--- src/rtl/cpu_board_pkg.sv ---
// -----------------------------------------------------------------------------
// cpu_board_pkg
// Shared definitions for the board-level button conditioning logic.
//   db_state_e   : per-channel debounce FSM states
//   ms_to_cycles : converts a millisecond duration into clk cycles
//   max3         : largest of three values, used to size the shared counters
// -----------------------------------------------------------------------------
package cpu_board_pkg;

    typedef enum logic [1:0] {
        ST_RELEASED     = 2'd0,
        ST_PRESS_PEND   = 2'd1,
        ST_PRESSED      = 2'd2,
        ST_RELEASE_PEND = 2'd3
    } db_state_e;

    // Integer-divide first so large board clocks cannot overflow 32 bits.
    function automatic int unsigned ms_to_cycles(input int unsigned clk_hz,
                                                 input int unsigned ms);
        return (clk_hz / 32'd1000) * ms;
    endfunction

    function automatic int unsigned max3(input int unsigned a,
                                         input int unsigned b,
                                         input int unsigned c);
        int unsigned m;
        m = (a > b) ? a : b;
        return (m > c) ? m : c;
    endfunction

endpackage

--- src/rtl/debounce_channel.sv ---
// -----------------------------------------------------------------------------
// debounce_channel
// One pushbutton: 2-flop synchronizer, debounce FSM, optional auto-repeat.
// Ports:
//   clk           in  board clock
//   reset         in  asynchronous, active-high reset
//   key_n         in  raw button, active-low, asynchronous
//   key_db_n      out debounced level, active-low (0 = held)
//   press         out 1-cycle pulse on qualified press and on each auto-repeat
//   release_pulse out 1-cycle pulse on qualified release
// -----------------------------------------------------------------------------
module debounce_channel
    import cpu_board_pkg::*;
#(
    parameter int unsigned DB_CYCLES = 32'd4,
    parameter int unsigned RD_CYCLES = 32'd20,
    parameter int unsigned RR_CYCLES = 32'd5,
    parameter bit          REPEAT_EN = 1'b0
) (
    input  logic clk,
    input  logic reset,
    input  logic key_n,
    output logic key_db_n,
    output logic press,
    output logic release_pulse
);

    // Sized so that the largest terminal count fits; the compare clears the
    // counter before it could ever wrap.
    localparam int unsigned CW = $clog2(max3(DB_CYCLES, RD_CYCLES, RR_CYCLES) + 32'd1);

    localparam logic [CW-1:0] DB_LAST = CW'(DB_CYCLES - 32'd1);
    localparam logic [CW-1:0] RD_LAST = CW'(RD_CYCLES - 32'd1);
    localparam logic [CW-1:0] RR_LAST = CW'(RR_CYCLES - 32'd1);

    logic          sync1_q, sync1_d;
    logic          sync2_q, sync2_d;
    db_state_e     state_q, state_d;
    logic [CW-1:0] cnt_q,   cnt_d;
    logic [CW-1:0] hold_q,  hold_d;
    logic          rep_q,   rep_d;
    logic          db_n_q,  db_n_d;
    logic          press_q, press_d;
    logic          rel_q,   rel_d;
    logic [CW-1:0] hold_lim_s;

    // Next-state, counters and registered pulse generation.
    always_comb begin
        sync1_d    = key_n;
        sync2_d    = sync1_q;
        state_d    = state_q;
        cnt_d      = cnt_q;
        hold_d     = hold_q;
        rep_d      = rep_q;
        db_n_d     = db_n_q;
        press_d    = 1'b0;
        rel_d      = 1'b0;
        // First repeat waits the long delay, later ones use the rate interval.
        hold_lim_s = rep_q ? RR_LAST : RD_LAST;

        case (state_q)
            ST_RELEASED: begin
                if (!sync2_q) begin
                    state_d = ST_PRESS_PEND;
                    cnt_d   = '0;
                end else begin
                    state_d = ST_RELEASED;
                end
            end

            ST_PRESS_PEND: begin
                if (sync2_q) begin
                    state_d = ST_RELEASED;          // bounce: drop qualification
                end else if (cnt_q == DB_LAST) begin
                    state_d = ST_PRESSED;
                    db_n_d  = 1'b0;
                    press_d = 1'b1;
                    hold_d  = '0;
                    rep_d   = 1'b0;
                end else begin
                    cnt_d   = cnt_q + CW'(1'b1);
                end
            end

            ST_PRESSED: begin
                if (sync2_q) begin
                    state_d = ST_RELEASE_PEND;
                    cnt_d   = '0;
                end else if (REPEAT_EN) begin
                    if (hold_q == hold_lim_s) begin
                        press_d = 1'b1;
                        hold_d  = '0;
                        rep_d   = 1'b1;
                    end else begin
                        hold_d  = hold_q + CW'(1'b1);
                    end
                end else begin
                    hold_d = hold_q;
                end
            end

            ST_RELEASE_PEND: begin
                // hold_q/rep_q are left untouched so a release glitch does not
                // restart the auto-repeat timing.
                if (!sync2_q) begin
                    state_d = ST_PRESSED;
                end else if (cnt_q == DB_LAST) begin
                    state_d = ST_RELEASED;
                    db_n_d  = 1'b1;
                    rel_d   = 1'b1;
                end else begin
                    cnt_d   = cnt_q + CW'(1'b1);
                end
            end

            default: begin
                state_d = ST_RELEASED;
                cnt_d   = '0;
                hold_d  = '0;
                rep_d   = 1'b0;
                db_n_d  = 1'b1;
            end
        endcase
    end

    // State and output registers; reset forces the released view at once.
    always_ff @(posedge clk or posedge reset) begin
        if (reset) begin
            sync1_q <= 1'b1;
            sync2_q <= 1'b1;
            state_q <= ST_RELEASED;
            cnt_q   <= '0;
            hold_q  <= '0;
            rep_q   <= 1'b0;
            db_n_q  <= 1'b1;
            press_q <= 1'b0;
            rel_q   <= 1'b0;
        end else begin
            sync1_q <= sync1_d;
            sync2_q <= sync2_d;
            state_q <= state_d;
            cnt_q   <= cnt_d;
            hold_q  <= hold_d;
            rep_q   <= rep_d;
            db_n_q  <= db_n_d;
            press_q <= press_d;
            rel_q   <= rel_d;
        end
    end

    assign key_db_n      = db_n_q;
    assign press         = press_q;
    assign release_pulse = rel_q;

endmodule

--- src/rtl/button_debounce.sv ---
// -----------------------------------------------------------------------------
// button_debounce
// Conditions NUM_KEYS raw board pushbuttons into clean synchronous active-low
// levels plus press/release pulses. Channels are fully independent.
// Ports:
//   clk           in  board clock (free-running, pre-divider)
//   reset         in  asynchronous, active-high reset
//   key_n         in  [NUM_KEYS] raw buttons, active-low, asynchronous
//   key_db_n      out [NUM_KEYS] debounced levels, active-low
//   press         out [NUM_KEYS] 1-cycle press / auto-repeat pulses
//   release_pulse out [NUM_KEYS] 1-cycle release pulses ("release" is a
//                     reserved word in SystemVerilog, hence the longer name)
// -----------------------------------------------------------------------------
module button_debounce
    import cpu_board_pkg::*;
#(
    parameter int unsigned          NUM_KEYS        = 32'd4,
    parameter int unsigned          CLK_HZ          = 32'd50000000,
    parameter int unsigned          DEBOUNCE_MS     = 32'd10,
    parameter int unsigned          REPEAT_DELAY_MS = 32'd500,
    parameter int unsigned          REPEAT_RATE_MS  = 32'd100,
    parameter logic [NUM_KEYS-1:0]  REPEAT_MASK     = {NUM_KEYS{1'b0}}
) (
    input  logic                clk,
    input  logic                reset,
    input  logic [NUM_KEYS-1:0] key_n,
    output logic [NUM_KEYS-1:0] key_db_n,
    output logic [NUM_KEYS-1:0] press,
    output logic [NUM_KEYS-1:0] release_pulse
);

    localparam int unsigned DB_CYCLES = ms_to_cycles(CLK_HZ, DEBOUNCE_MS);
    localparam int unsigned RD_CYCLES = ms_to_cycles(CLK_HZ, REPEAT_DELAY_MS);
    localparam int unsigned RR_CYCLES = ms_to_cycles(CLK_HZ, REPEAT_RATE_MS);

    // A zero-length interval would make the terminal-count compares meaningless.
    if (DB_CYCLES < 32'd1) begin : g_bad_db
        $error("button_debounce: DB_CYCLES must be >= 1");
    end
    if (RD_CYCLES < 32'd1) begin : g_bad_rd
        $error("button_debounce: RD_CYCLES must be >= 1");
    end
    if (RR_CYCLES < 32'd1) begin : g_bad_rr
        $error("button_debounce: RR_CYCLES must be >= 1");
    end

    for (genvar i = 0; i < NUM_KEYS; i++) begin : g_ch
        debounce_channel #(
            .DB_CYCLES (DB_CYCLES),
            .RD_CYCLES (RD_CYCLES),
            .RR_CYCLES (RR_CYCLES),
            .REPEAT_EN (REPEAT_MASK[i])
        ) u_ch (
            .clk           (clk),
            .reset         (reset),
            .key_n         (key_n[i]),
            .key_db_n      (key_db_n[i]),
            .press         (press[i]),
            .release_pulse (release_pulse[i])
        );
    end

endmodule
--- config.mk ---
export PLATFORM = sky130hd
export DESIGN_NAME = button_debounce
export DESIGN_NICKNAME = d
export VERILOG_FILES = /design/src/rtl/cpu_board_pkg.sv /design/src/rtl/debounce_channel.sv /design/src/rtl/button_debounce.sv
export SDC_FILE = /design/constraint.sdc
export NUM_CORES = 1
export LEC_CHECK = 0
export ABC_AREA = 1
export BUFFER_PORTS_ARGS = -buffer_cell sky130_fd_sc_hd__buf_2
export CORE_UTILIZATION = 65
export CTS_CLUSTER_SIZE = 24
export DETAILED_ROUTE_END_ITERATION = 7
export PLACE_DENSITY = 0.85
export SLEW_MARGIN = 10
export SYNTH_ARGS = -nofsm -noshare
export SYNTH_HDL_FRONTEND = slang
export SYNTH_SLANG_ARGS = --single-unit
--- constraint.sdc ---
create_clock -name clk -period 10.1 [get_ports clk]
set_input_delay 1.515 -clock clk [delete_from_list [all_inputs] [get_ports clk]]
set_output_delay 1.515 -clock clk [all_outputs]
set_load 0.005 [all_outputs]
Word-level counts from Yosys, hierarchy flattened
Index checks and enable logic that the tools add are counted.

storage, ports and cells
  output and inout bits = 12
  bits of input ports = 6
  register bits after elaboration = 128

operators by class
  muxes and demuxes = 92
  eq/ne operators = 48
  reduce and logical (&&, ||, !) cells = 20
  add/subtract/negate cells = 4

operators with widths
  operator                 count
  $mux W25                 20
  $pmux W25 S4             4
  $add A25 B1 Y25 const B  4
  $eq A25 B19 Y1 const B   4
  $mux W1                  40
  $mux W2                  20
  $ne A2 B1 Y1 const B     16
  $pmux W2 S4              4
  $reduce_and A5 Y1        4
  $eq A2 B2 Y1 const B     8
  $ne A2 B2 Y1 const B     8
  $reduce_and A4 Y1        4
  $ne A3 B1 Y1 const B     4
  $ne A3 B3 Y1 const B     4
  $reduce_and A3 Y1        4
  $eq A2 B1 Y1 const B     4
  $logic_not A2 Y1         4
  $pmux W1 S2              4
  $reduce_bool A2 Y1       4

Longest topological paths before layout
Gate-level depths: netlist of the first run.

  depth after elaboration = 4
  depth in mapped cells = 12
  gate-level depth less buffers = 11

Modules after synthesis
From an unflattened synthesis of the first run, not the netlist that was laid out.

unflattened totals
  cell total of the unflattened synthesis = 1189
  area, all modules = 8227.9 µm²

by module, submodules not included
  module                                cells each  area an instance (µm²)  instances
  debounce_channel at g_ch[1].u_ch ...  302         2043.2                  2
  debounce_channel at g_ch[0].u_ch      297         2137.0                  1
  debounce_channel at g_ch[3].u_ch      288         2004.4                  1

Worst setup path after synthesis of the first run
Ideal clock, no wire load.

  path kind = reg2out
  from = register g_ch[1].u_ch.db_n_q
  to = output key_db_n[1]
  setup slack = 7.987 ns
  cell stages (with the launch flop) = 2
  data arrival time = 0.598 ns
  buffers on the path = 1
  cells stage by stage = dfstp_2 > buf_4

RTL lines
  element                   RTL line                 text
  start: declaration        debounce_channel.sv:42   logic db_n_q, db_n_d;
  start signal: assignment  debounce_channel.sv:145  db_n_q <= db_n_d;
  end: declaration          button_debounce.sv:27    output logic [NUM_KEYS-1:0] key_db_n,

No word-level cell between the ends.

Worst setup path in the final report of the first run
  from = register g_ch[1].u_ch.db_n_q
  to = output key_db_n[1]

No word-level cell between the ends.

==> run_summary.xml, run 1 <==
<?xml version="1.0" encoding="UTF-8"?>
<metrics>
  <group name="clocking">
    <metric name="insertion_delay" unit="ns">0.43</metric>
    <metric name="clock_tree.root_cell" unit="">sky130_fd_sc_hd__clkbuf_16</metric>
    <metric name="cts.repair_timing.setup_buffer_count" unit="">0</metric>
    <metric name="cts_hold_repair.buffers" unit="">0</metric>
    <metric name="cts_num_sinks" unit="">128</metric>
    <metric name="clkTransAtPathRegs" unit="ns">0.05</metric>
    <metric name="postcts_resize_cnt" unit="">0</metric>
    <metric name="cts_tree" unit="">done</metric>
    <metric name="numCtsBuffers" unit="">17</metric>
    <metric name="cts-root-to-sink-buffers" unit="">2</metric>
    <metric name="htree_levels" unit="">4</metric>
  </group>
  <group name="critical_path">
    <metric name="cp-end-kind" unit="">primary output</metric>
    <metric name="worst-setup-path-type" unit="">reg2out</metric>
    <metric name="cp_num_buf_inv" unit="">1</metric>
    <metric name="kind_of_cell_adding_the_most_delay_to_the_critical_path" unit="">flip-flops</metric>
    <metric name="worstPathCellList" unit="">buf_2</metric>
    <metric name="cp_data_required_time" unit="ns">8.59</metric>
    <metric name="cpMaxStageDelayCell" unit="">sky130_fd_sc_hd__dfstp_2</metric>
    <metric name="cp.arrival" unit="ns">1.05</metric>
    <metric name="timing.critical_path.from_type" unit="">register</metric>
    <metric name="crit_fanout" unit="">2</metric>
    <metric name="slowest_delay" unit="ns">0.52</metric>
  </group>
  <group name="detailed_routing">
    <metric name="route.antenna.remaining_nets" unit="">0</metric>
    <metric name="routed-via-count" unit="">7057</metric>
    <metric name="route.detailed.vias_per_inst" unit="">5.367</metric>
    <metric name="drt-initial-drc-count" unit="">547</metric>
    <metric name="wl" unit="um">16550</metric>
    <metric name="remaining_drc_errors" unit="">1</metric>
    <metric name="wl_per_cell" unit="um">12.59</metric>
    <metric name="drt_first_pass_iters" unit="">7</metric>
  </group>
  <group name="yosys">
    <metric name="ys_warn_count" unit="">0</metric>
    <metric name="synth.area.top_cells" unit="">sky130_fd_sc_hd__dfrtp_1 37%, sky130_fd_sc_hd__nand2_1 21%, sky130_fd_sc_hd__nor2_1 9.1%</metric>
    <metric name="yosysMostFrequentCell" unit="">sky130_fd_sc_hd__nand2_1</metric>
    <metric name="post-synth-top-area-fraction" unit="">0.3678</metric>
    <metric name="synth.yosys.seq_area_share" unit="">0.4077</metric>
    <metric name="ys_async_sr_fraction" unit="">1.000</metric>
    <metric name="synthesis.area_per_instance" unit="um^2">6.827</metric>
    <metric name="synth-seq-cells" unit="">128</metric>
    <metric name="yosys.cell_types.count" unit="">36</metric>
    <metric name="netlist_instances" unit="">1156</metric>
    <metric name="synth-main-ff-cell" unit="">sky130_fd_sc_hd__dfrtp_1</metric>
    <metric name="postSynthNetCount" unit="">1166</metric>
    <metric name="ys_top_cells_by_count" unit="">440 x sky130_fd_sc_hd__nand2_1, 192 x sky130_fd_sc_hd__nor2_1, 116 x sky130_fd_sc_hd__dfrtp_1</metric>
    <metric name="synth.cell_area" unit="mm^2">0.007893</metric>
    <metric name="yosysTopAreaCell" unit="">sky130_fd_sc_hd__dfrtp_1</metric>
    <metric name="synth_enable_flop_cells" unit="">0</metric>
  </group>
  <group name="floorplan">
    <metric name="initial_core_util" unit="">0.6796</metric>
    <metric name="die_width" unit="um">112.2</metric>
    <metric name="io_pins" unit="">18</metric>
    <metric name="die_h" unit="um">112.2</metric>
    <metric name="placeable_core_region" unit="mm^2">0.01161</metric>
    <metric name="rows" unit="">39</metric>
    <metric name="floorplan.die_area" unit="mm^2">0.01259</metric>
  </group>
  <group name="placement">
    <metric name="dp_slack" unit="ns">7.151</metric>
    <metric name="gp_congestion" unit="">0.9516</metric>
    <metric name="io_buffer_count" unit="">17</metric>
    <metric name="hpwl" unit="um">11400</metric>
  </group>
  <group name="global_routing">
    <metric name="grt_pass1_vias" unit="">6597</metric>
    <metric name="gr-max-usage-layer" unit="">met2</metric>
    <metric name="met1_usage" unit="">0.3759</metric>
    <metric name="grt_overflow_total" unit="">0</metric>
    <metric name="fraction_of_met2_tracks_used_by_global_routing" unit="">0.4629</metric>
    <metric name="number_of_antenna_violations_at_the_first_check_in_global_routing" unit="">0</metric>
    <metric name="use_met3" unit="">0.06317</metric>
    <metric name="grt_max_degree" unit="">77</metric>
    <metric name="grt_util_all_layers" unit="">0.2880</metric>
    <metric name="grt_pass1_wl" unit="um">29240</metric>
  </group>
  <group name="timing">
    <metric name="tightestPinTransition" unit="ns">0.9077</metric>
    <metric name="fin_hold_ws" unit="ns">0.3555</metric>
    <metric name="finalWorstSetupSlack" unit="ns">7.538</metric>
    <metric name="grt_setup_unrepaired" unit="">false</metric>
    <metric name="setup-tns-final" unit="ns">0</metric>
    <metric name="timing.slew.headroom" unit="">0.3949</metric>
    <metric name="fin_crit_sh" unit="">0.2537</metric>
    <metric name="final_hold_vios" unit="">0</metric>
    <metric name="setup_viol" unit="">0</metric>
    <metric name="maximum_clock_rate" unit="MHz">390.3</metric>
    <metric name="final.min_clock_period" unit="ns">2.562</metric>
    <metric name="slew_viol_final" unit="">0</metric>
    <metric name="finClkSkew" unit="ns">0.005629</metric>
  </group>
  <group name="power_and_ir_drop">
    <metric name="total_leakage_power" unit="nW">3.905</metric>
    <metric name="ir_worst_vdd" unit="mV">0.1217</metric>
    <metric name="design_power_total" unit="mW">1.199</metric>
    <metric name="powerDensity" unit="mW/mm^2">140.7</metric>
  </group>
  <group name="layout">
    <metric name="utilization" unit="">0.7338</metric>
    <metric name="design.final.nets" unit="">1169</metric>
    <metric name="areaGrowthSynthToFinish" unit="%">7.974</metric>
    <metric name="post_route_cells_drive_above_1_share" unit="">0.07594</metric>
    <metric name="antenna_cells" unit="">0</metric>
  </group>
  <group name="flow_run">
    <metric name="drv.max_cap_violation_count" unit="">0</metric>
  </group>
  <group name="run_status">
    <metric name="violated_checks" unit="">design-rule violations</metric>
    <metric name="run_status" unit="">complete, but fails checks</metric>
  </group>
  <group name="hold_path">
    <metric name="hold_path.class" unit="">reg2reg</metric>
  </group>
</metrics>
logic make-up after synthesis:
family,share of synthesized area
adder cells (fa/ha/maj),0.006341
XOR/XNOR,0.05216
flip-flops,0.4077
buffers and inverters,0.08370
AND/OR/NAND/NOR,0.3946
AO/OA/AOI/OAI,0.05548
cell type report:
| type | count | area [um^2] |
|---|---|---|
| Clock buffer | 28 | 536.8 |
| Clock inverter | 4 | 70.07 |
| Fill cell | 922 | 3092 |
| Inverter | 107 | 411.6 |
| Multi-Input combinational cell | 887 | 4014 |
| Sequential cell | 128 | 3218 |
| Tap cell | 143 | 178.9 |
| Timing Repair Buffer | 18 | 92.59 |
worst reg2reg max path, cell delays in order, from the launching register on:
cell	delay, ns
sky130_fd_sc_hd__dfrtp_1	0.42
sky130_fd_sc_hd__ha_1	0.24
sky130_fd_sc_hd__nand2_1	0.14
sky130_fd_sc_hd__nor2_4	0.07
sky130_fd_sc_hd__inv_1	0.07
sky130_fd_sc_hd__nor2_1	0.05
sky130_fd_sc_hd__nand3_1	0.08
sky130_fd_sc_hd__nand2_1	0.45
sky130_fd_sc_hd__nor2_1	0.60
sky130_fd_sc_hd__nand2_1	0.10
sky130_fd_sc_hd__nand2_1	0.09
worst paths after layout:
kind | start | end | slack (ns) | cells after the start
worst max-delay path | g_ch[1].u_ch.key_db_n | key_db_n[1] | 7.54 | 1
worst min-delay path | g_ch[0].u_ch.sync1_q | g_ch[0].u_ch.sync2_q | 0.36 | 0
worst max register to register | g_ch[1].u_ch.cnt_q[0] | g_ch[1].u_ch.cnt_q[19] | 7.74 | 10
worst min register to register | g_ch[0].u_ch.sync1_q | g_ch[0].u_ch.sync2_q | 0.36 | 0
max in group asynchronous | reset | g_ch[3].u_ch.state_q[0] | 7.71 | 3
min in group asynchronous | reset | g_ch[1].u_ch.cnt_q[16] | 1.12 | 2
registers in the layout, indices dropped and copies added, names as in the netlist, named ones only:
register,cells
g_ch.u_ch.cnt_q,100
g_ch.u_ch.key_db_n,4
g_ch.u_ch.sync2_q,4
g_ch.u_ch.press,4
g_ch.u_ch.sync1_q,4
g_ch.u_ch.state_q,4
g_ch.u_ch.release_pulse,4
layout by cell type (no fill, tap or decap), types with 3 or more instances in the layout:
cell and instances:
sky130_fd_sc_hd__inv_1 104, sky130_fd_sc_hd__buf_2 17, sky130_fd_sc_hd__a21oi_1 4, sky130_fd_sc_hd__clkbuf_16 17
sky130_fd_sc_hd__nor2_4 5, sky130_fd_sc_hd__ha_1 4, sky130_fd_sc_hd__o21ai_2 12, sky130_fd_sc_hd__nand2_2 3
sky130_fd_sc_hd__o21ai_1 11, sky130_fd_sc_hd__dfstp_2 12, sky130_fd_sc_hd__nand3_1 89, sky130_fd_sc_hd__o21bai_1 9
sky130_fd_sc_hd__dfrtp_1 116, sky130_fd_sc_hd__nand2_1 440, sky130_fd_sc_hd__clkbuf_1 4, sky130_fd_sc_hd__clkbuf_8 7
sky130_fd_sc_hd__nor3_1 6, sky130_fd_sc_hd__nor2_2 3, sky130_fd_sc_hd__nand4_1 15, sky130_fd_sc_hd__nor2_1 192
sky130_fd_sc_hd__o21ai_0 38, sky130_fd_sc_hd__xor2_1 38, sky130_fd_sc_hd__xnor2_1 9
stage by stage:
stage / cell area, um^2 / cells
finish: 8522 / 1315
global route: 8522 / 1315
CTS: 8522 / 1315
detailed placement: 7915 / 1283
global placement: 7915 / 1283
floorplan: 7893 / 1156
power by group:
part	switching (mW)	leakage (nW)	internal [mW]	total [mW]
Combinational	0.0319	1.88	0.0102	0.0421
Clock	0.215	0.301	0.408	0.623
Sequential	0.0111	1.73	0.523	0.534
per-layer routing:
layer,up-vias,wire [um]
li1,3595,-
met1,3232,7573
met2,186,7768
met3,44,801
met4,0,411
met5,-,0
Note: power is estimated with default switching activity, not from simulation.
==> inputs of run 2 (changes only) <==
--- a/config.mk
+++ b/config.mk
@@ -5,12 +5,12 @@
 export SDC_FILE = /design/constraint.sdc
 export NUM_CORES = 1
 export LEC_CHECK = 0
-export ABC_AREA = 1
+export ABC_AREA = 0
 export BUFFER_PORTS_ARGS = -buffer_cell sky130_fd_sc_hd__buf_2
-export CORE_UTILIZATION = 65
+export CORE_UTILIZATION = 57
 export CTS_CLUSTER_SIZE = 24
 export DETAILED_ROUTE_END_ITERATION = 7
-export PLACE_DENSITY = 0.85
+export PLACE_DENSITY = 0.8
 export SLEW_MARGIN = 10
 export SYNTH_ARGS = -nofsm -noshare
 export SYNTH_HDL_FRONTEND = slang
==> constraint.sdc (replaced) <==
create_clock -name clk -period 2.14 [get_ports clk]
set_input_delay 0.321 -clock clk [delete_from_list [all_inputs] [get_ports clk]]
set_output_delay 0.321 -clock clk [all_outputs]
set_load 0.005 [all_outputs]
==> run 2 against run 1 <==
  * The flow now finishes without violations
  * Power grew to 4.7 times the previous value
  * Utilization shrank 6.4 points
  * Highest routed layer unchanged
  * Wire length shrank 8.9%
  * Critical path depth grew 5
  * Design area shrank 9.9%
  * Largest cell class is now sequential cells
==> run_summary.xml, run 2 <==
<?xml version="1.0" encoding="UTF-8"?>
<metrics>
  <group name="run_status">
    <metric name="run_status" unit="">completed</metric>
  </group>
  <group name="clocking">
    <metric name="numCtsBuffers" unit="">17</metric>
    <metric name="cts_num_sinks" unit="">128</metric>
    <metric name="cts_tree" unit="">done</metric>
    <metric name="insertion_delay" unit="ns">0.42</metric>
    <metric name="cts-root-to-sink-buffers" unit="">2</metric>
    <metric name="htree_levels" unit="">4</metric>
    <metric name="clkTransAtPathRegs" unit="ns">0.06</metric>
    <metric name="clock_tree.root_cell" unit="">sky130_fd_sc_hd__clkbuf_16</metric>
  </group>
  <group name="timing">
    <metric name="finalWorstSetupSlack" unit="ns">0.06849</metric>
    <metric name="maximum_clock_rate" unit="MHz">482.7</metric>
    <metric name="timing.slew.headroom" unit="">0.3873</metric>
    <metric name="setup_viol" unit="">0</metric>
    <metric name="final.min_clock_period" unit="ns">2.072</metric>
    <metric name="grt_setup_unrepaired" unit="">true</metric>
    <metric name="slew_viol_final" unit="">0</metric>
    <metric name="finClkSkew" unit="ns">0.007330</metric>
    <metric name="final_hold_vios" unit="">0</metric>
    <metric name="fin_crit_sh" unit="">0.9680</metric>
    <metric name="tightestPinTransition" unit="ns">0.9156</metric>
  </group>
  <group name="global_routing">
    <metric name="grt_util_all_layers" unit="">0.2596</metric>
    <metric name="grt_overflow_total" unit="">0</metric>
    <metric name="grt_pass1_vias" unit="">5458</metric>
    <metric name="grt_max_degree" unit="">77</metric>
    <metric name="number_of_antenna_violations_at_the_first_check_in_global_routing" unit="">0</metric>
    <metric name="grt_pass1_wl" unit="um">25660</metric>
  </group>
  <group name="yosys">
    <metric name="synth-main-ff-cell" unit="">sky130_fd_sc_hd__dfrtp_1</metric>
    <metric name="synth-compound-area-share" unit="">0.1234</metric>
    <metric name="combinational_family_with_the_most_area_after_synthesis" unit="">simple AND/OR/NAND/NOR gates</metric>
    <metric name="postSynthNetCount" unit="">726</metric>
    <metric name="ys_async_sr_fraction" unit="">1.000</metric>
    <metric name="synth_xor_area_frac" unit="">0.05835</metric>
    <metric name="ys_warn_count" unit="">0</metric>
    <metric name="synth_enable_flop_cells" unit="">0</metric>
    <metric name="yosys.cell_types.count" unit="">60</metric>
    <metric name="adder_and_majority_gate_portion_of_the_synthesized_area" unit="">0.007457</metric>
    <metric name="yosysMostFrequentCell" unit="">sky130_fd_sc_hd__dfrtp_1</metric>
    <metric name="synth.area.top_cells" unit="">sky130_fd_sc_hd__dfrtp_1 43%, sky130_fd_sc_hd__dfstp_2 4.7%, sky130_fd_sc_hd__nand2_1 4.2%</metric>
    <metric name="ys_top_cells_by_count" unit="">116 x sky130_fd_sc_hd__dfrtp_1, 75 x sky130_fd_sc_hd__nand2_1, 61 x sky130_fd_sc_hd__nor2_1</metric>
    <metric name="netlist_instances" unit="">716</metric>
    <metric name="synth-seq-cells" unit="">128</metric>
    <metric name="post-synth-top-area-fraction" unit="">0.4325</metric>
    <metric name="post_synth_mux_area_share" unit="">0.01081</metric>
    <metric name="yosysTopAreaCell" unit="">sky130_fd_sc_hd__dfrtp_1</metric>
    <metric name="synth.yosys.seq_area_share" unit="">0.4795</metric>
    <metric name="synthesis.area_per_instance" unit="um^2">9.374</metric>
    <metric name="synth.cell_area" unit="mm^2">0.006711</metric>
    <metric name="synth_simple_gate_area_frac" unit="">0.2752</metric>
  </group>
  <group name="layout">
    <metric name="multi_input_comb_area" unit="mm^2">0.003218</metric>
    <metric name="layout.cells.non_filler" unit="">903</metric>
    <metric name="stdcell_area" unit="mm^2">0.007680</metric>
    <metric name="design.final.nets" unit="">757</metric>
    <metric name="fillCellCount" unit="">850</metric>
    <metric name="post_route_cells_drive_above_1_share" unit="">0.1447</metric>
    <metric name="max_ffs_per_register" unit="">100</metric>
    <metric name="max_flop_register" unit="">g_ch.u_ch.cnt_q</metric>
    <metric name="area.sequential" unit="mm^2">0.003218</metric>
    <metric name="areaGrowthSynthToFinish" unit="%">14.43</metric>
    <metric name="antenna_cells" unit="">0</metric>
    <metric name="mostFrequentLayoutCell" unit="">sky130_fd_sc_hd__dfrtp_1</metric>
    <metric name="layout_common_cells" unit="">116 x sky130_fd_sc_hd__dfrtp_1, 75 x sky130_fd_sc_hd__nand2_1, 60 x sky130_fd_sc_hd__nor2_1</metric>
  </group>
  <group name="detailed_routing">
    <metric name="route.antenna.remaining_nets" unit="">0</metric>
    <metric name="wl_per_cell" unit="um">16.69</metric>
    <metric name="route.detailed.vias_per_inst" unit="">6.250</metric>
    <metric name="remaining_drc_errors" unit="">0</metric>
    <metric name="drt_first_pass_iters" unit="">5</metric>
    <metric name="drt-initial-drc-count" unit="">337</metric>
    <metric name="wl" unit="um">15070</metric>
    <metric name="routed-via-count" unit="">5644</metric>
  </group>
  <group name="placement">
    <metric name="placedInstanceArea" unit="mm^2">0.006989</metric>
    <metric name="cell_count_after_placement" unit="">862</metric>
    <metric name="io_buffer_count" unit="">17</metric>
    <metric name="gp_congestion" unit="">0.8603</metric>
    <metric name="dp_slack" unit="ns">0.05498</metric>
    <metric name="hpwl" unit="um">9822</metric>
  </group>
  <group name="power_and_ir_drop">
    <metric name="sequentialPowerShare" unit="">0.454</metric>
    <metric name="internal_power" unit="mW">4.285</metric>
    <metric name="ir_worst_vdd" unit="mV">0.6039</metric>
    <metric name="total_leakage_power" unit="nW">3.319</metric>
    <metric name="portion_of_total_power_attributed_to_combinational_logic" unit="">0.049</metric>
    <metric name="clock_power_share" unit="">0.497</metric>
    <metric name="powerDensity" unit="mW/mm^2">733.8</metric>
    <metric name="p_sw_frac" unit="">0.2397</metric>
    <metric name="switching_power" unit="mW">1.351</metric>
  </group>
  <group name="floorplan">
    <metric name="io_pins" unit="">18</metric>
    <metric name="floorplan.die_area" unit="mm^2">0.01221</metric>
    <metric name="initial_core_util" unit="">0.5853</metric>
    <metric name="rows" unit="">39</metric>
    <metric name="die_width" unit="um">110.5</metric>
    <metric name="placeable_core_region" unit="mm^2">0.01147</metric>
    <metric name="die_h" unit="um">110.5</metric>
  </group>
  <group name="critical_path">
    <metric name="cp_data_required_time" unit="ns">2.44</metric>
    <metric name="cp-end-kind" unit="">register</metric>
    <metric name="worst-r2r-setup-slack" unit="ns">0.07</metric>
    <metric name="worst-setup-path-type" unit="">reg2reg</metric>
    <metric name="crit_fanout" unit="">5</metric>
    <metric name="cp.arrival" unit="ns">2.38</metric>
    <metric name="timing.critical_path.from_type" unit="">register</metric>
  </group>
  <group name="hold_path">
    <metric name="hold_path.class" unit="">reg2reg</metric>
  </group>
  <group name="flow_run">
    <metric name="drv.max_cap_violation_count" unit="">0</metric>
  </group>
</metrics>
-- run 2: cell count changes after synthesis, moves of 19 or more --
cell,delta
sky130_fd_sc_hd__a21oi_1,+23
sky130_fd_sc_hd__inv_1,-84
sky130_fd_sc_hd__nand2_1,-365
sky130_fd_sc_hd__nand3_1,-38
sky130_fd_sc_hd__nor2_1,-131
sky130_fd_sc_hd__nor4_1,+19
-- run 2: worst paths after layout --
check	from	to	cells after the start
hold / removal	g_ch[0].u_ch.sync1_q	g_ch[0].u_ch.sync2_q	0
setup / recovery	g_ch[1].u_ch.cnt_q[1]	g_ch[1].u_ch.cnt_q[6]	6
setup reg to reg	g_ch[1].u_ch.cnt_q[1]	g_ch[1].u_ch.cnt_q[6]	6
min in group asynchronous	reset	async pin	3
hold reg to reg	g_ch[0].u_ch.sync1_q	g_ch[0].u_ch.sync2_q	0
max in group asynchronous	reset	g_ch[0].u_ch.key_db_n	4
-- run 2: critical path, cell delays in order, from the launching register on --
cell                      delay (ns)
sky130_fd_sc_hd__dfrtp_1        0.38
sky130_fd_sc_hd__ha_2           0.21
sky130_fd_sc_hd__nand4_1        0.28
sky130_fd_sc_hd__o41ai_4        0.56
sky130_fd_sc_hd__buf_4          0.19
sky130_fd_sc_hd__nor4_1         0.04
sky130_fd_sc_hd__a311o_1        0.29
-- run 2: through the flow --
stage,hold WS (ns),util,power (mW),TNS (ns)
2_1_floorplan,0.3255,-,2.763,0
3_3_place_gp,0.3254,0.6095,2.839,0
3_5_place_dp,0.3333,0.6095,2.857,0
4_1_cts,0.3554,0.6643,5.671,0
5_1_grt,0.3622,0.6697,5.835,-0.07262
6_report,0.3550,0.6697,5.635,0
-- run 2: power by group through the flow --
stage | Clock, mW | Sequential, mW | Combinational [mW]
3_5_place_dp | 0 | 2.60 | 0.261
2_1_floorplan | 0 | 2.57 | 0.192
6_report | 2.80 | 2.56 | 0.277
3_3_place_gp | 0 | 2.59 | 0.249
4_1_cts | 2.84 | 2.55 | 0.274
5_1_grt | 2.95 | 2.57 | 0.314
-- run 2: what timing repair did --
| item | 4_1_cts | 5_1_grt |
|---|---|---|
| setup endpoints to repair | 0 | 18 |
| buffers inserted | 0 | 4 |
| endpoints found under the hold margin | 17 | 0 |
| gates resized for setup | 0 | 8 |
| hold buffers | 5 | 0 |
-- run 2: cell families (layout without fill, tap and decap cells) --
family                   after synthesis  after routing
XOR/XNOR                              43             43
AND/OR/NAND/NOR                      345            345
AO/OA/AOI/OAI                        126            126
multiplexers                           7              7
buffers and inverters                 63            107
flip-flops                           128            128
adder cells (fa/ha/maj)                4              4
-- run 2: final cells by class --
| cell class | instances | share of cell area |
|---|---|---|
| multi-input cells | 525 | 0.4190 |
| repair buffers | 54 | 0.05262 |
| clock buffers | 22 | 0.06175 |
| clock inverters | 10 | 0.01352 |
| well taps | 143 | 0.02330 |
| inverters | 21 | 0.01075 |
| flip-flops and latches | 128 | 0.4190 |
-- run 2: routing by layer --
| layer | vias up | share of wire | track usage |
|---|---|---|---|
| li1 | 2689 | - | - |
| met1 | 2752 | 0.44 | 0.3390 |
| met2 | 182 | 0.49 | 0.4182 |
| met3 | 21 | 0.049 | 0.05708 |
| met4 | 0 | 0.015 | 0.1102 |
| met5 | - | 0 | 0 |
==> inputs of run 3 (changes only) <==
--- a/config.mk
+++ b/config.mk
@@ -10,7 +10,7 @@
 export CORE_UTILIZATION = 57
 export CTS_CLUSTER_SIZE = 24
 export DETAILED_ROUTE_END_ITERATION = 7
-export PLACE_DENSITY = 0.8
+export PLACE_DENSITY = 0.88
 export SLEW_MARGIN = 10
 export SYNTH_ARGS = -nofsm -noshare
 export SYNTH_HDL_FRONTEND = slang
==> run 3 against run 2 <==
  * Clock skew shrank 0.0011 ns
  * Fmax shrank 0.36%
  * Clock power grew 10%
==> run_summary.xml, run 3 (synthesis gave the netlist of run 2 again) <==
<?xml version="1.0" encoding="UTF-8"?>
<metrics>
  <group name="run_status">
    <metric name="run_status" unit="">completed</metric>
  </group>
  <group name="layout">
    <metric name="design.final.nets" unit="">754</metric>
    <metric name="mostFrequentLayoutCell" unit="">sky130_fd_sc_hd__dfrtp_1</metric>
    <metric name="layout_common_cells" unit="">116 x sky130_fd_sc_hd__dfrtp_1, 75 x sky130_fd_sc_hd__nand2_1, 59 x sky130_fd_sc_hd__nor2_1</metric>
    <metric name="stdcell_area" unit="mm^2">0.007706</metric>
    <metric name="areaGrowthSynthToFinish" unit="%">14.82</metric>
    <metric name="max_flop_register" unit="">g_ch.u_ch.cnt_q</metric>
    <metric name="fillCellCount" unit="">769</metric>
    <metric name="area.sequential" unit="mm^2">0.003218</metric>
    <metric name="antenna_cells" unit="">0</metric>
    <metric name="post_route_cells_drive_above_1_share" unit="">0.1374</metric>
    <metric name="max_ffs_per_register" unit="">100</metric>
    <metric name="multi_input_comb_area" unit="mm^2">0.003222</metric>
  </group>
  <group name="clocking">
    <metric name="cts_tree" unit="">done</metric>
    <metric name="clock_tree.root_cell" unit="">sky130_fd_sc_hd__clkbuf_16</metric>
    <metric name="cts_num_sinks" unit="">128</metric>
    <metric name="numCtsBuffers" unit="">17</metric>
    <metric name="clkTransAtPathRegs" unit="ns">0.05</metric>
    <metric name="htree_levels" unit="">4</metric>
    <metric name="cts-root-to-sink-buffers" unit="">2</metric>
    <metric name="insertion_delay" unit="ns">0.43</metric>
  </group>
  <group name="floorplan">
    <metric name="die_h" unit="um">110.5</metric>
    <metric name="floorplan.die_area" unit="mm^2">0.01221</metric>
    <metric name="io_pins" unit="">18</metric>
    <metric name="die_width" unit="um">110.5</metric>
    <metric name="rows" unit="">39</metric>
    <metric name="initial_core_util" unit="">0.5853</metric>
    <metric name="placeable_core_region" unit="mm^2">0.01147</metric>
  </group>
  <group name="timing">
    <metric name="slew_viol_final" unit="">0</metric>
    <metric name="setup_viol" unit="">0</metric>
    <metric name="grt_setup_unrepaired" unit="">false</metric>
    <metric name="fin_crit_sh" unit="">0.9715</metric>
    <metric name="final.min_clock_period" unit="ns">2.079</metric>
    <metric name="tightestPinTransition" unit="ns">0.8809</metric>
    <metric name="final_hold_vios" unit="">0</metric>
    <metric name="finClkSkew" unit="ns">0.006243</metric>
    <metric name="maximum_clock_rate" unit="MHz">481.0</metric>
    <metric name="timing.slew.headroom" unit="">0.4106</metric>
    <metric name="setup-tns-final" unit="ns">0</metric>
  </group>
  <group name="critical_path">
    <metric name="cp_num_buf_inv" unit="">1</metric>
    <metric name="timing.critical_path.from_type" unit="">register</metric>
    <metric name="cpMaxStageDelayCell" unit="">sky130_fd_sc_hd__dfrtp_1</metric>
    <metric name="kind_of_cell_adding_the_most_delay_to_the_critical_path" unit="">compound AO/OA/AOI/OAI gates</metric>
    <metric name="worst-setup-path-type" unit="">reg2reg</metric>
    <metric name="cp-end-kind" unit="">register</metric>
    <metric name="cp.arrival" unit="ns">2.38</metric>
    <metric name="crit_fanout" unit="">9</metric>
    <metric name="worstPathCellList" unit="">ha_1 &gt; and4_1 &gt; and4b_1 &gt; a41o_1 &gt; buf_4 &gt; a221o_1</metric>
    <metric name="cp_data_required_time" unit="ns">2.44</metric>
    <metric name="slowest_delay" unit="ns">0.40</metric>
  </group>
  <group name="detailed_routing">
    <metric name="drt-initial-drc-count" unit="">438</metric>
    <metric name="wl" unit="um">15600</metric>
    <metric name="drt_first_pass_iters" unit="">7</metric>
    <metric name="route.detailed.vias_per_inst" unit="">6.460</metric>
    <metric name="route.antenna.remaining_nets" unit="">0</metric>
    <metric name="routed-via-count" unit="">5814</metric>
    <metric name="remaining_drc_errors" unit="">0</metric>
    <metric name="wl_per_cell" unit="um">17.33</metric>
  </group>
  <group name="placement">
    <metric name="hpwl" unit="um">9764</metric>
    <metric name="gp_congestion" unit="">0.9400</metric>
    <metric name="placedInstanceArea" unit="mm^2">0.006982</metric>
    <metric name="io_buffer_count" unit="">17</metric>
  </group>
  <group name="hold_path">
    <metric name="hold_path.class" unit="">in2reg</metric>
  </group>
  <group name="global_routing">
    <metric name="grt_max_degree" unit="">55</metric>
    <metric name="number_of_antenna_violations_at_the_first_check_in_global_routing" unit="">0</metric>
    <metric name="grt_util_all_layers" unit="">0.2649</metric>
    <metric name="grt_pass1_wl" unit="um">26630</metric>
    <metric name="grt_overflow_total" unit="">0</metric>
    <metric name="grt_pass1_vias" unit="">5848</metric>
  </group>
  <group name="flow_run">
    <metric name="drv.max_cap_violation_count" unit="">0</metric>
  </group>
  <group name="power_and_ir_drop">
    <metric name="powerDensity" unit="mW/mm^2">768.1</metric>
    <metric name="total_leakage_power" unit="nW">3.331</metric>
    <metric name="ir_worst_vdd" unit="mV">0.6199</metric>
  </group>
</metrics>
run 3: worst paths after layout:
check                                 startpoint                    end  slack, ns  cells past startpoint
max                        g_ch[0].u_ch.cnt_q[0]  g_ch[0].u_ch.cnt_q[5]       0.06                      6
min                                     key_n[1]   g_ch[1].u_ch.sync1_q       0.01                      1
max reg2reg                g_ch[0].u_ch.cnt_q[0]  g_ch[0].u_ch.cnt_q[5]       0.06                      6
min reg2reg                 g_ch[2].u_ch.sync1_q   g_ch[2].u_ch.sync2_q       0.35                      0
max in group asynchronous                  reset  g_ch[2].u_ch.key_db_n       0.92                      4
min in group asynchronous                  reset  g_ch[0].u_ch.cnt_q[5]       0.52                      3
run 3: metal layers:
| layer | GRT usage | share of wire | vias to the layer above |
|---|---|---|---|
| met5 | 0 | 0 | - |
| met4 | 0.1191 | 0.021 | 0 |
| met3 | 0.05214 | 0.072 | 47 |
| met2 | 0.4435 | 0.50 | 272 |
| met1 | 0.3327 | 0.41 | 2826 |
| li1 | - | - | 2669 |
run 3: area by class of cell:
cell class | count | area share
Clock inverter | 6 | 0.01689
Multi-Input combinational cell | 525 | 0.4181
Tap cell | 143 | 0.02322
Sequential cell | 128 | 0.4176
Inverter | 21 | 0.01072
Timing Repair Buffer | 51 | 0.04871
Clock buffer | 26 | 0.06478
run 3: power breakdown:
part,switching [mW],internal [mW],leakage [nW],total (mW)
sequential,0.0741,2.48,1.73,2.56
clock,1.02,2.07,0.309,3.09
combinational,0.178,0.0942,1.30,0.272
run 3: worst reg2reg max path: cells and delay by family (launching register included):
family                     cells  cell delay (ns)
AOI/OAI and AO/OA              2             0.67
and+or+nand+nor                2             0.45
DFF                            1             0.40
adders and majority gates      1             0.24
buffers and inverters          1             0.20
run 3: timing repair:
| item | in CTS | in global routing |
|---|---|---|
| buffers inserted | 0 | 3 |
| pin swaps | 0 | 2 |
| endpoints found under the hold margin | 23 | 0 |
| hold buffers | 4 | 0 |
| resized for setup | 1 | 7 |
| setup endpoints to repair | 1 | 16 |
run 3: metrics by stage:
step	util	std cells	hold WS, ns	setup slack, ns	power (mW)
after floorplan	-	716	0.3255	0.2279	2.763
after global placement	0.6088	861	0.3458	0.2124	2.836
after detailed placement	0.6088	861	0.3468	0.03662	2.856
after CTS	0.6676	897	0.009786	0.03138	5.922
after global routing	0.6720	900	0.01229	0.004981	6.084
final	0.6720	900	0.01235	0.06098	5.919
